--- src/rtl/filter_sequencer.sv ---
// Frame controller for the 3-row morphological filter: streams ROM rows into the
// line buffers, writes filtered rows to RAM, pads top/bottom edges with zeros.
module filter_sequencer #(
  parameter int ROWS = 48,
  parameter int AW   = 7
) (
  input  logic          clk,
  input  logic          rst,
  input  logic          start,
  input  logic          erosion_in,
  input  logic          kernelcross_in,
  input  logic          ram_gnt,
  output logic          busy,
  output logic          done,
  output logic          erosion,
  output logic          kernelcross,
  output logic [AW-1:0] rom_addr,
  output logic          rom_rd,
  output logic          filt_clear,
  output logic          filt_shift,
  output logic          filt_zero,
  output logic          ram_req,
  output logic          ram_we,
  output logic [AW-1:0] ram_addr
);

  localparam logic [2:0] S_IDLE  = 3'd0;
  localparam logic [2:0] S_PRIME = 3'd1;
  localparam logic [2:0] S_RUN   = 3'd2;
  localparam logic [2:0] S_FLUSH = 3'd3;
  localparam logic [2:0] S_DONE  = 3'd4;

  localparam logic [AW-1:0] LAST_ROW = AW'(ROWS - 1);
  localparam logic [AW-1:0] PENULT   = AW'(ROWS - 2);

  logic [2:0]    state;
  logic [AW-1:0] r;
  logic [AW:0]   r_plus2;
  logic          prefetch_ok;

  // One extra bit so r+2 cannot wrap when ROWS equals 2^AW.
  assign r_plus2     = {1'b0, r} + (AW+1)'(2);
  assign prefetch_ok = (r_plus2 < (AW+1)'(ROWS));

  always_ff @(posedge clk) begin
    if (rst) begin
      state       <= S_IDLE;
      r           <= '0;
      erosion     <= 1'b0;
      kernelcross <= 1'b0;
    end else begin
      case (state)
        S_IDLE: begin
          if (start) begin
            erosion     <= erosion_in;
            kernelcross <= kernelcross_in;
            state       <= S_PRIME;
          end
        end
        S_PRIME: begin
          r     <= '0;
          state <= S_RUN;
        end
        S_RUN: begin
          if (ram_gnt) begin
            r <= r + AW'(1);
            if (r == PENULT) state <= S_FLUSH;
          end
        end
        S_FLUSH: begin
          if (ram_gnt) state <= S_DONE;
        end
        S_DONE:  state <= S_IDLE;
        default: state <= S_IDLE;
      endcase
    end
  end

  always_comb begin
    busy       = 1'b0;
    done       = 1'b0;
    rom_addr   = '0;
    rom_rd     = 1'b0;
    filt_clear = 1'b0;
    filt_shift = 1'b0;
    filt_zero  = 1'b0;
    ram_req    = 1'b0;
    ram_addr   = '0;
    case (state)
      S_IDLE: begin
        filt_clear = start;
        rom_rd     = start;
      end
      S_PRIME: begin
        busy       = 1'b1;
        filt_shift = 1'b1;
        rom_addr   = AW'(1);
        rom_rd     = 1'b1;
      end
      S_RUN: begin
        busy       = 1'b1;
        ram_req    = 1'b1;
        ram_addr   = r;
        filt_shift = ram_gnt;
        // Address stays pinned to the last row once prefetching has finished.
        rom_addr   = prefetch_ok ? r_plus2[AW-1:0] : LAST_ROW;
        rom_rd     = ram_gnt & prefetch_ok;
      end
      S_FLUSH: begin
        busy      = 1'b1;
        ram_req   = 1'b1;
        ram_addr  = r;
        filt_zero = 1'b1;
        rom_addr  = LAST_ROW;
      end
      S_DONE:  done = 1'b1;
      default: ;
    endcase
  end

  assign ram_we = ram_req & ram_gnt;

endmodule

--- config.mk ---
export PLATFORM = sky130hd
export DESIGN_NAME = filter_sequencer
export DESIGN_NICKNAME = d
export VERILOG_FILES = /design/src/rtl/filter_sequencer.sv
export SDC_FILE = /design/constraint.sdc
export NUM_CORES = 1
export LEC_CHECK = 0
export BUFFER_PORTS_ARGS = -buffer_cell sky130_fd_sc_hd__buf_2
export CORE_ASPECT_RATIO = 1.25
export CORE_MARGIN = 3
export CORE_UTILIZATION = 40
export CTS_BUF_LIST = sky130_fd_sc_hd__clkbuf_4 sky130_fd_sc_hd__clkbuf_8
export CTS_CLUSTER_SIZE = 25
export DETAILED_ROUTE_END_ITERATION = 10
export PLACE_DENSITY = 0.66
export SYNTH_ARGS = -nofsm -noshare
export SYNTH_HDL_FRONTEND = slang
export SYNTH_SLANG_ARGS = --single-unit
--- constraint.sdc ---
create_clock -name clk -period 1.9 [get_ports clk]
set_clock_uncertainty 0.15 [all_clocks]
set_input_delay 0.095 -clock clk [delete_from_list [all_inputs] [get_ports clk]]
set_output_delay 0.095 -clock clk [all_outputs]
set_load 0.1 [all_outputs]
**After elaboration in Yosys (flattened, before gate mapping)**

Cells that the tools add are included.

- Register bits after elaboration: 12
- Input bits: 6
- Output and inout bits: 24
- Logic and storage cells: 42

- Add/sub/neg operators: 2
- $lt $le $gt $ge: 1
- Equal/unequal tests: 9
- Multiplexer cells: 17
- Bitwise operators: 2
- Reduce and logical (&&, ||, !) cells: 7

Operator list:

| operator | count |
|---|---|
| 2-to-1 mux 7 bit | 3 |
| case mux 7 bit (3 select lines) | 1 |
| case mux 7 bit (2 select lines) | 1 |
| 2-to-1 mux 3 bit | 4 |
| case mux 3 bit (4 select lines) | 1 |
| adder 7 x 2 -> 8 bit (second input constant) | 1 |
| less-than comparator 8 x 6 -> 1 bit (second input constant) | 1 |
| != test 2 bit (second input constant) | 4 |
| adder 7 x 1 -> 7 bit (second input constant) | 1 |
| == test 7 x 6 -> 1 bit (second input constant) | 1 |
| == test 3 x 2 -> 1 bit (second input constant) | 2 |
| 2-to-1 mux 1 bit | 5 |
| AND reduction 2 bit | 2 |
| AND reduction 4 bit | 1 |
| == test 3 x 1 -> 1 bit (second input constant) | 1 |
| == test 3 bit (second input constant) | 1 |
| logical NOT 3 bit | 1 |
| case mux 1 bit (3 select lines) | 1 |
| OR reduction 3 bit | 1 |
| bitwise AND 1 bit | 2 |
| case mux 1 bit (2 select lines) | 1 |
| nonzero test 2 bit | 1 |
| OR reduction 2 bit | 1 |

**Logic depth before layout (Yosys ltp)**

Gate-level depths: netlist of run 1.

- Depth in word-level cells: 4
- Depth in mapped cells: 5
- Mapped depth without buffers: 5

**Worst setup path after synthesis of run 1**

OpenSTA, ideal clock, no wires.

- Path kind: flip-flop to output port
- Start: register state[0]
- End: output port rom_rd
- Arrival time: 3,016 ps
- Data required time: 1,655 ps
- Slack: -1,361 ps
- Stages on the path, launching flop included: 4
- Path buffers: 1
- Path through: dfxtp_1 > clkbuf_1 > nor2_1 > o32ai_1

- Word-level cells in the longest chain between the ends: 2
- Elaborated cells between the ends (all ways): 4
- Classes of those cells: 2 x eq/ne; 1 x mux; 1 x reduce/logical

Ends and longest elaborated chain:

| element | line | RTL |
|---|---|---|
| from (decl) | 36 | `logic [2:0] state;` |
| from (signal assigned) | 47 | `state <= S_IDLE;` |
| from (signal assigned) | 57 | `state <= S_PRIME;` |
| from (signal assigned) | 62 | `state <= S_RUN;` |
| == test 3 x 2 -> 1 bit (tied with other cells) | 89 | `case (state)` |
| case mux 1 bit (3 select lines) (*) | 89 |  |
| to (decl) | 18 | `output logic rom_rd,` |

Every way passes the cells marked *; elsewhere a longest branch is shown, timed or not.

**Worst setup path after layout of run 1**

- Start: register r[2]
- End: output port rom_addr[1]

- Word-level cells in the longest chain between the ends: 4

Ends and longest elaborated chain:

| element | line | RTL |
|---|---|---|
| from (decl) | 37 | `logic [AW-1:0] r;` |
| from (signal assigned) | 66 | `r <= r + AW'(1);` |
| adder 7 x 2 -> 8 bit | 42 | `assign r_plus2 = {1'b0, r} + (AW+1)'(2);` |
| less-than comparator 8 x 6 -> 1 bit | 43 | `assign prefetch_ok = (r_plus2 < (AW+1)'(ROWS));` |
| 2-to-1 mux 7 bit | 106 | `rom_addr = prefetch_ok ? r_plus2[AW-1:0] : LAST_ROW;` |
| case mux 7 bit (3 select lines) | 89 |  |
| to (decl) | 17 | `output logic [AW-1:0] rom_addr,` |

Every way passes these cells.

==> results.txt, run 1 <==
- Clock tree synthesis found a total of 12 sinks.
* Setup TNS: -1660 ps
* Starting DRC count in detailed routing: 31
- Sequential-to-total area share from yosys stat: 27.0%
* Final instance area: 0.00169 sq mm
- The number of global-route vias before repair came to around 1.0k.
- After detailed routing, the number of remaining DRC violations is 0.
- Once routing completed, OpenROAD measured the worst setup slack at -369 ps.
- The die covers 0.00283 sq mm.
* Weighted congestion at the end of routability-driven global placement: 0.924
- Leaving out fill and tap cells, the most frequent cell in the layout is sky130_fd_sc_hd__buf_4.
* Vias after detailed routing: 1064
* Final number of max-transition violations: 0
* First-pass GRT wire length: ~4500 um
* Overall power after layout: between 1 and 1.5 mW
- Entering global routing, the biggest net connects 16 pins.
- The flow ran to the end, but the final reports show violations.
* Violated checks: negative setup slack
* Number of failing hold endpoints at the final stage: 0
* Standard cell area after detailed placement: 0.00146 sq mm
- Detailed Routing Iterations Pass 1: 4
* TritonCTS clock tree: yes
- Clock tree synthesis selected as its root buffer the cell sky130_fd_sc_hd__clkbuf_4.
- VDD IR-drop max: roughly 0.00053 V
- The initialized floorplan defines 18 standard-cell rows.
- The synthesized design contains 12 register bits.
- The worst setup path is of the flip-flop to output pin kind.
* Commonest cells after routing, fill and taps aside: sky130_fd_sc_hd__buf_4 (25), sky130_fd_sc_hd__nor2_1 (13), sky130_fd_sc_hd__buf_12 (12), sky130_fd_sc_hd__clkbuf_4 (9), sky130_fd_sc_hd__buf_2 (8)
- Port-buffer cells: 28
* Fin crit period: 2270 ps
- Estimated wirelength of the detail-placed design: slightly above 2000 um
- Cells with a size suffix above 1 make up 59.0% of the layout.
* Die height: around 60 um
* Post-synth EDFFs: 0
- Cell internal power was estimated by the tool at 0.558 mW.
- Achievable frequency: 0.441 GHz
- Total track usage: 21.8%
- The longest clock path from root to sink contains 2 buffers.
* Number of nets in the layout: approximately 180
* Clock Pin Slew Worst Setup and Hold Paths: roughly 80 ps
- Dividing the detail-routed wire length by the instance count gives approximately 15 um.
* Number of antenna violations at the first check in global routing: 0
- Worst hold path class: input port to flip-flop
- Data arrives at the worst endpoint at 2020 ps.
- After floorplanning, the core was sized to cover 0.00205 sq mm.
- Final antenna-violating net count: 0
- Fraction of post-synthesis cell area in the top cell type by area: 27.0%
- Post-Syn Nets: 121
* Unique masters post-synth: 42
- Max-capacitance violation count: 0
* Delay of the slowest critical-path stage: 380 ps
* Average vias per placed instance: 5.43
- Post-Route WL: slightly above 3000 um
* Sw power: 0.463 mW
- STA classifies the critical path endpoint as an output pin.
- Final setup violation count: 6
* Power density normalized to cell area: 605 mW/mm^2
* P_leak: 0.709 nW
- Clock power share: 20.7%
- Of all nets on the critical path, the largest fanout is 4.
* I/O Pins: 30
- Starting Density: 43.5%
- The later pin in the worst-skew pair is clocked with a latency of roughly 280 ps.
- In the synthesized netlist, the number of instances is 112.
* TritonCTS Buffers: 3
- Sequential cells burn 27.0% of the power.
* Number of warnings reported in the yosys synthesis log: 0
- Share of power burned in combinational logic: 52.3%
- CTS built an H-tree with a depth of 1.
- After global routing the overflow that remains totals 0.
- Switch share: 45.3%
* CP Cell Sequence: ha_4, nand2_4, a311o_1, o22a_2, buf_4, o21a_4, buf_12
- Endpoint required time on the critical path: about 1700 ps
- CP max stage cell: sky130_fd_sc_hd__a311o_1
- In this run the horizontal extent of the chip is 48.2 um.
- Yosys top cell by area: sky130_fd_sc_hd__dfxtp_1
- Signed area change from the synthesized netlist to the final layout: 89.6%
* Post-synth design cell area: 891 sq um
- Primary flip-flop cell chosen by synthesis mapping: sky130_fd_sc_hd__dfxtp_1
- Post-Synthesis Mean Instance Area: 7.95 sq um
- The repair_antennas step left the layout with diodes totalling 0.
* Synth top area cells: sky130_fd_sc_hd__dfxtp_1 (27%), sky130_fd_sc_hd__nor2_1 (7.6%), sky130_fd_sc_hd__and2_1 (4.9%), sky130_fd_sc_hd__xor2_1 (4.9%), sky130_fd_sc_hd__ha_1 (4.2%)
- Setup repair after global routing could not meet its margin everywhere.
- The worst setup path is launched from a flip-flop.
- Portion of the clock cycle consumed by the worst path in the final layout: 119%
* Async S/R FF share, synth: 0%
worst max-delay path: cells and delay by family, from the launching register on:
| family | cells | cell delay, ps |
|---|---|---|
| AO/OA/AOI/OAI | 3 | 840 |
| flip-flops | 1 | 370 |
| buffers and inverters | 2 | 310 |
| adder cells (fa/ha/maj) | 1 | 160 |
| AND/OR/NAND/NOR | 1 | 60 |
repair_timing:
item	in CTS	in global routing
resized for setup	11	20
hold buffers	4	0
endpoints found under the setup margin	9	16
setup buffers	2	4
hold endpoints to repair	7	0
pin swaps	7	2
cell type report:
class | instances | area (sq um)
Clock buffer | 4 | 36.3
Inverter | 6 | 31.3
Sequential cell | 12 | 248
Multi-Input combinational cell | 87 | 757
Tap cell | 30 | 37.5
Timing Repair Buffer | 57 | 579
Fill cell | 113 | 360
final timing paths:
check / end / slack [ps] / cells after the start / startpoint
setup / recovery: rom_addr[1] / -370 / 7 / r[2]
hold / removal: state[1] / 100 / 3 / ram_gnt
setup reg to reg: r[0] / 120 / 7 / state[0]
hold reg to reg: kernelcross / 360 / 2 / kernelcross
per-stage QoR:
stage               util [%]  std cells  hold slack (ps)  worst slack [ps]
floorplan                  -        112             92.3              -336
CTS                     77.5        192             65.2              -332
global route            82.4        196              113              -435
detailed placement      71.3        182              202             -94.5
finish                  82.4        196             99.3              -369
global placement        71.3        182              188             -70.5
cells by family after synthesis:
group           after synthesis  synth area share, %
fa+ha+maj                     3                 4.21
other cells                   1                0.421
xor+xnor                      6                 5.90
compound gates               25                 20.6
simple gates                 50                 33.4
buf+inv                      13                 6.18
mux                           2                 2.25
flops                        12                 27.0
per-layer routing:
metal  vias up  GRT usage (%)  part of all wire (%)
met1       510           23.9                    37
met2        35           37.1                    56
li1        507              -                     -
met3        12           3.98                   3.6
met5         -              0                     0
met4         0           11.9                   3.4
cell usage after synthesis, drive strengths merged, types with 2 or more instances:
library cell and number:
and4bb 2, mux2i 2, nand2 5, nor4b 3
o211ai 3, and3 2, ha 3, or2 2
nand2b 2, clkbuf 3, xor2 5, dfxtp 12
o32ai 4, nor2 18, and2 7, a21oi 5
inv 5, o21a 3, o21ai 5, nor3 2
buf 4
state kept, by name (all words and copies together) (netlist names):
register and flops:
kernelcross 1, erosion 1, r 7, state 3
power groups by stage:
stage | combinational, mW | sequential (mW) | clock (mW)
after detailed placement | 0.482 | 0.277 | 0
final | 0.535 | 0.276 | 0.211
after CTS | 0.501 | 0.272 | 0.215
after global placement | 0.478 | 0.277 | 0
after floorplan | 0.344 | 0.301 | 0
after global routing | 0.553 | 0.276 | 0.224
No activity file was read; power rests on OpenSTA's default activity.
==> run 2, diff against run 1 <==
Settings changed: ABC_CLOCK_PERIOD_IN_PS set to 1900, CTS_CLUSTER_DIAMETER set to 200, PLACE_DENSITY 0.66 to not set, PLACE_DENSITY_LB_ADDON set to 0.12.
==> run 2 against run 1 <==
  * The run still ends with negative setup slack left
  * Critical path depth down 1
  * Register-to-register slack worse by 80 ps
  * Die area unchanged
  * Fmax up 1.1%
  * Cell area down 0.44%
  * Largest cell class unchanged
  * Clock power about the same
==> results.txt, run 2 (synthesized netlist as in run 1, its figures left out) <==
- Detailed Routing Iterations Pass 1: 4
* Overflow after GRT: 0
- Across every metal layer, demand over resource in global routing totals 22.5%.
- In the detailed route, the total length drawn on met3 is 112 um.
* Register bank with the most flops: r
- Site Rows: 18
- The number of antenna diodes in the final layout is 0.
- Number of antenna violations at the first check in global routing: 0
* Worst reg2reg path startpoint: state[0]
* Fin crit period: roughly 2200 ps
* Endpoint required time on the critical path: 1650 ps
* Detail Route met2 WL: 1640 um
* Worst hold path class: input port to flip-flop
- Power density normalized to cell area: about 610 mW/mm^2
- Die height: 58.8 um
- The clock drives 12 sinks.
* Die Wd: around 48 um
- Final number of max-transition violations: 0
- Final setup violation count: 6
- Placed Instances: 181
* I/O Pins: 30
- Leaving out fill and tap cells, the most frequent cell in the layout is sky130_fd_sc_hd__buf_4.
* Depth of the most critical reg-to-reg path: 7
- Signed area change from the synthesized netlist to the final layout: 88.8%
- Once routing completed, OpenROAD measured the worst setup slack at -345 ps.
- Hold Path Stages: 3
- In this run the static leakage power is between 0.6 and 0.7 nW.
- The setup path with the least slack is of type flip-flop to output pin.
- Final antenna-violating net count: 0
* Achievable frequency: 0.445 GHz
- Source-to-sink clock delay at the later pin of the worst-skew pair: 280 ps
- Standard cell area after detailed placement: 0.00145 sq mm
* RSZ-0062 raised after global routing: true
- Routed signal wires occupy layers up through met4.
- Area enclosed by the die boundary: 0.00283 sq mm
- For this run, the post-layout net count is roughly 170.
* First-pass GRT wire length: 4510 um
* Maximum clock insertion buffer count: 2
* Average routed wire per standard cell: ~16 um
- Number of failing hold endpoints at the final stage: 0
- CTS built an H-tree with a depth of 1.
- Portion of the clock cycle consumed by the worst path in the final layout: 118%
* TritonCTS Buffers: 3
- The tree is rooted in a sky130_fd_sc_hd__clkbuf_4.
* Critical path launch point type: flip-flop
- For flop-to-flop paths, the worst setup slack is 40 ps.
* Via count of the first global-routing pass: 966
- Result of the run: finished with violations
- After routing the design area is 0.00168 sq mm.
- Of the cells placed in the final design, the portion with a size suffix greater than 1 is 59.8%.
- TritonCTS built the clock tree.
- Non-filler instance count after layout: roughly 190
- Of all nets on the critical path, the largest fanout is 4.
- Max-capacitance violation count: 0
- Weighted congestion at the end of routability-driven global placement: 0.927
- For this block, wires on met1 add up to 1180 um.
* Layout Utilization: 82.1%
- Commonest cells after routing, fill and taps aside: sky130_fd_sc_hd__buf_4 (21), sky130_fd_sc_hd__buf_2 (14), sky130_fd_sc_hd__nor2_1 (12), sky130_fd_sc_hd__buf_12 (12), sky130_fd_sc_hd__dfxtp_2 (6)
* Largest net degree at the start of global routing: 16
* Count of unresolved DRC violations after routing: 0
- Max reg flops: 7
- The HPWL after detailed placement is ~2100 um.
- Kind of end point of the critical path: output pin
* Violated checks: negative setup slack
- STA puts the critical path data arrival time at 2000 ps.
- Vias after detailed routing: 1059
- Hold Startpoint: ram_gnt
* Clock Pin Slew Worst Setup and Hold Paths: approximately 80 ps
- Average vias per placed instance: 5.46
* Post-Route WL: 3060 um
- The worst hold path terminates at state[1].
- Largest registers: r x7, state x3
- In this run, the number of DRC markers left after iteration 0 of detailed routing was 30.
* Placeable Area: 0.00205 sq mm
* VDD IR-drop max: roughly 0.0007 V
- Port-buffer cells: 28
- Worst R2R End: r[2]
- The initial utilization of the core area, before any placement, comes to 43.5%.
[run 2: cell count changes in the layout (fill, tap and decap cells not counted), moves of 2 or more]
cell / change
sky130_fd_sc_hd__buf_4: -4
sky130_fd_sc_hd__clkbuf_4: -6
sky130_fd_sc_hd__buf_2: +6
sky130_fd_sc_hd__buf_6: +2
[run 2: cell type report]
cell class              count  area (sq um)
repair buffers             55           557
well taps                  30          37.5
multi-input cells          87           768
inverters                   6          31.3
flip-flops and latches     12           251
clock buffers               4          36.3
fillers                   131           368
[run 2: layer usage]
metal | up-vias | GRT usage [%]
met4 | 0 | 10.0
met5 | - | 0
met2 | 33 | 38.4
met3 | 10 | 5.81
li1 | 505 | -
met1 | 511 | 24.6
[run 2: where the power goes]
part / internal, mW / leakage, nW / switching (mW)
Combinational: 0.179 / 0.569 / 0.356
Clock: 0.117 / 0.0210 / 0.0970
Sequential: 0.262 / 0.101 / 0.0146
Total: 0.558 / 0.691 / 0.468
[run 2: timing repair]
action,in CTS,in global routing
resized for setup,13,17
hold endpoints to repair,7,0
setup buffers,1,4
gates cloned,0,0
endpoints found under the setup margin,9,16
pin swaps,6,6
hold buffers,4,0
[run 2: worst max-delay path by stage]
stage          startpoint          end  slack [ps]
3_5_place_dp         r[1]       rom_rd        -100
3_3_place_gp         r[2]       rom_rd         -70
2_1_floorplan    state[1]      erosion        -340
6_report             r[1]  rom_addr[1]        -340
5_1_grt              r[1]  rom_addr[1]        -400
4_1_cts              r[1]  rom_addr[1]        -320
[run 2: worst max-delay path, stage by stage (launching register included)]
cell and delay [ps]:
sky130_fd_sc_hd__dfxtp_2 350, sky130_fd_sc_hd__ha_4 160, sky130_fd_sc_hd__or4b_4 480, sky130_fd_sc_hd__o22a_4 250, sky130_fd_sc_hd__buf_6 120, sky130_fd_sc_hd__o21a_4 190, sky130_fd_sc_hd__buf_12 160
[run 2: per-stage QoR]
stage                     power [mW]  hold WS, ps  TNS (ps)  setup WS (ps)
after floorplan                0.645         92.3     -1910           -336
after global placement         0.754          188      -139          -70.0
after detailed placement       0.761          199      -174          -97.2
after CTS                      0.992         91.0     -1280           -320
after global routing            1.07         99.5     -1880           -399
final                           1.03          111     -1400           -345
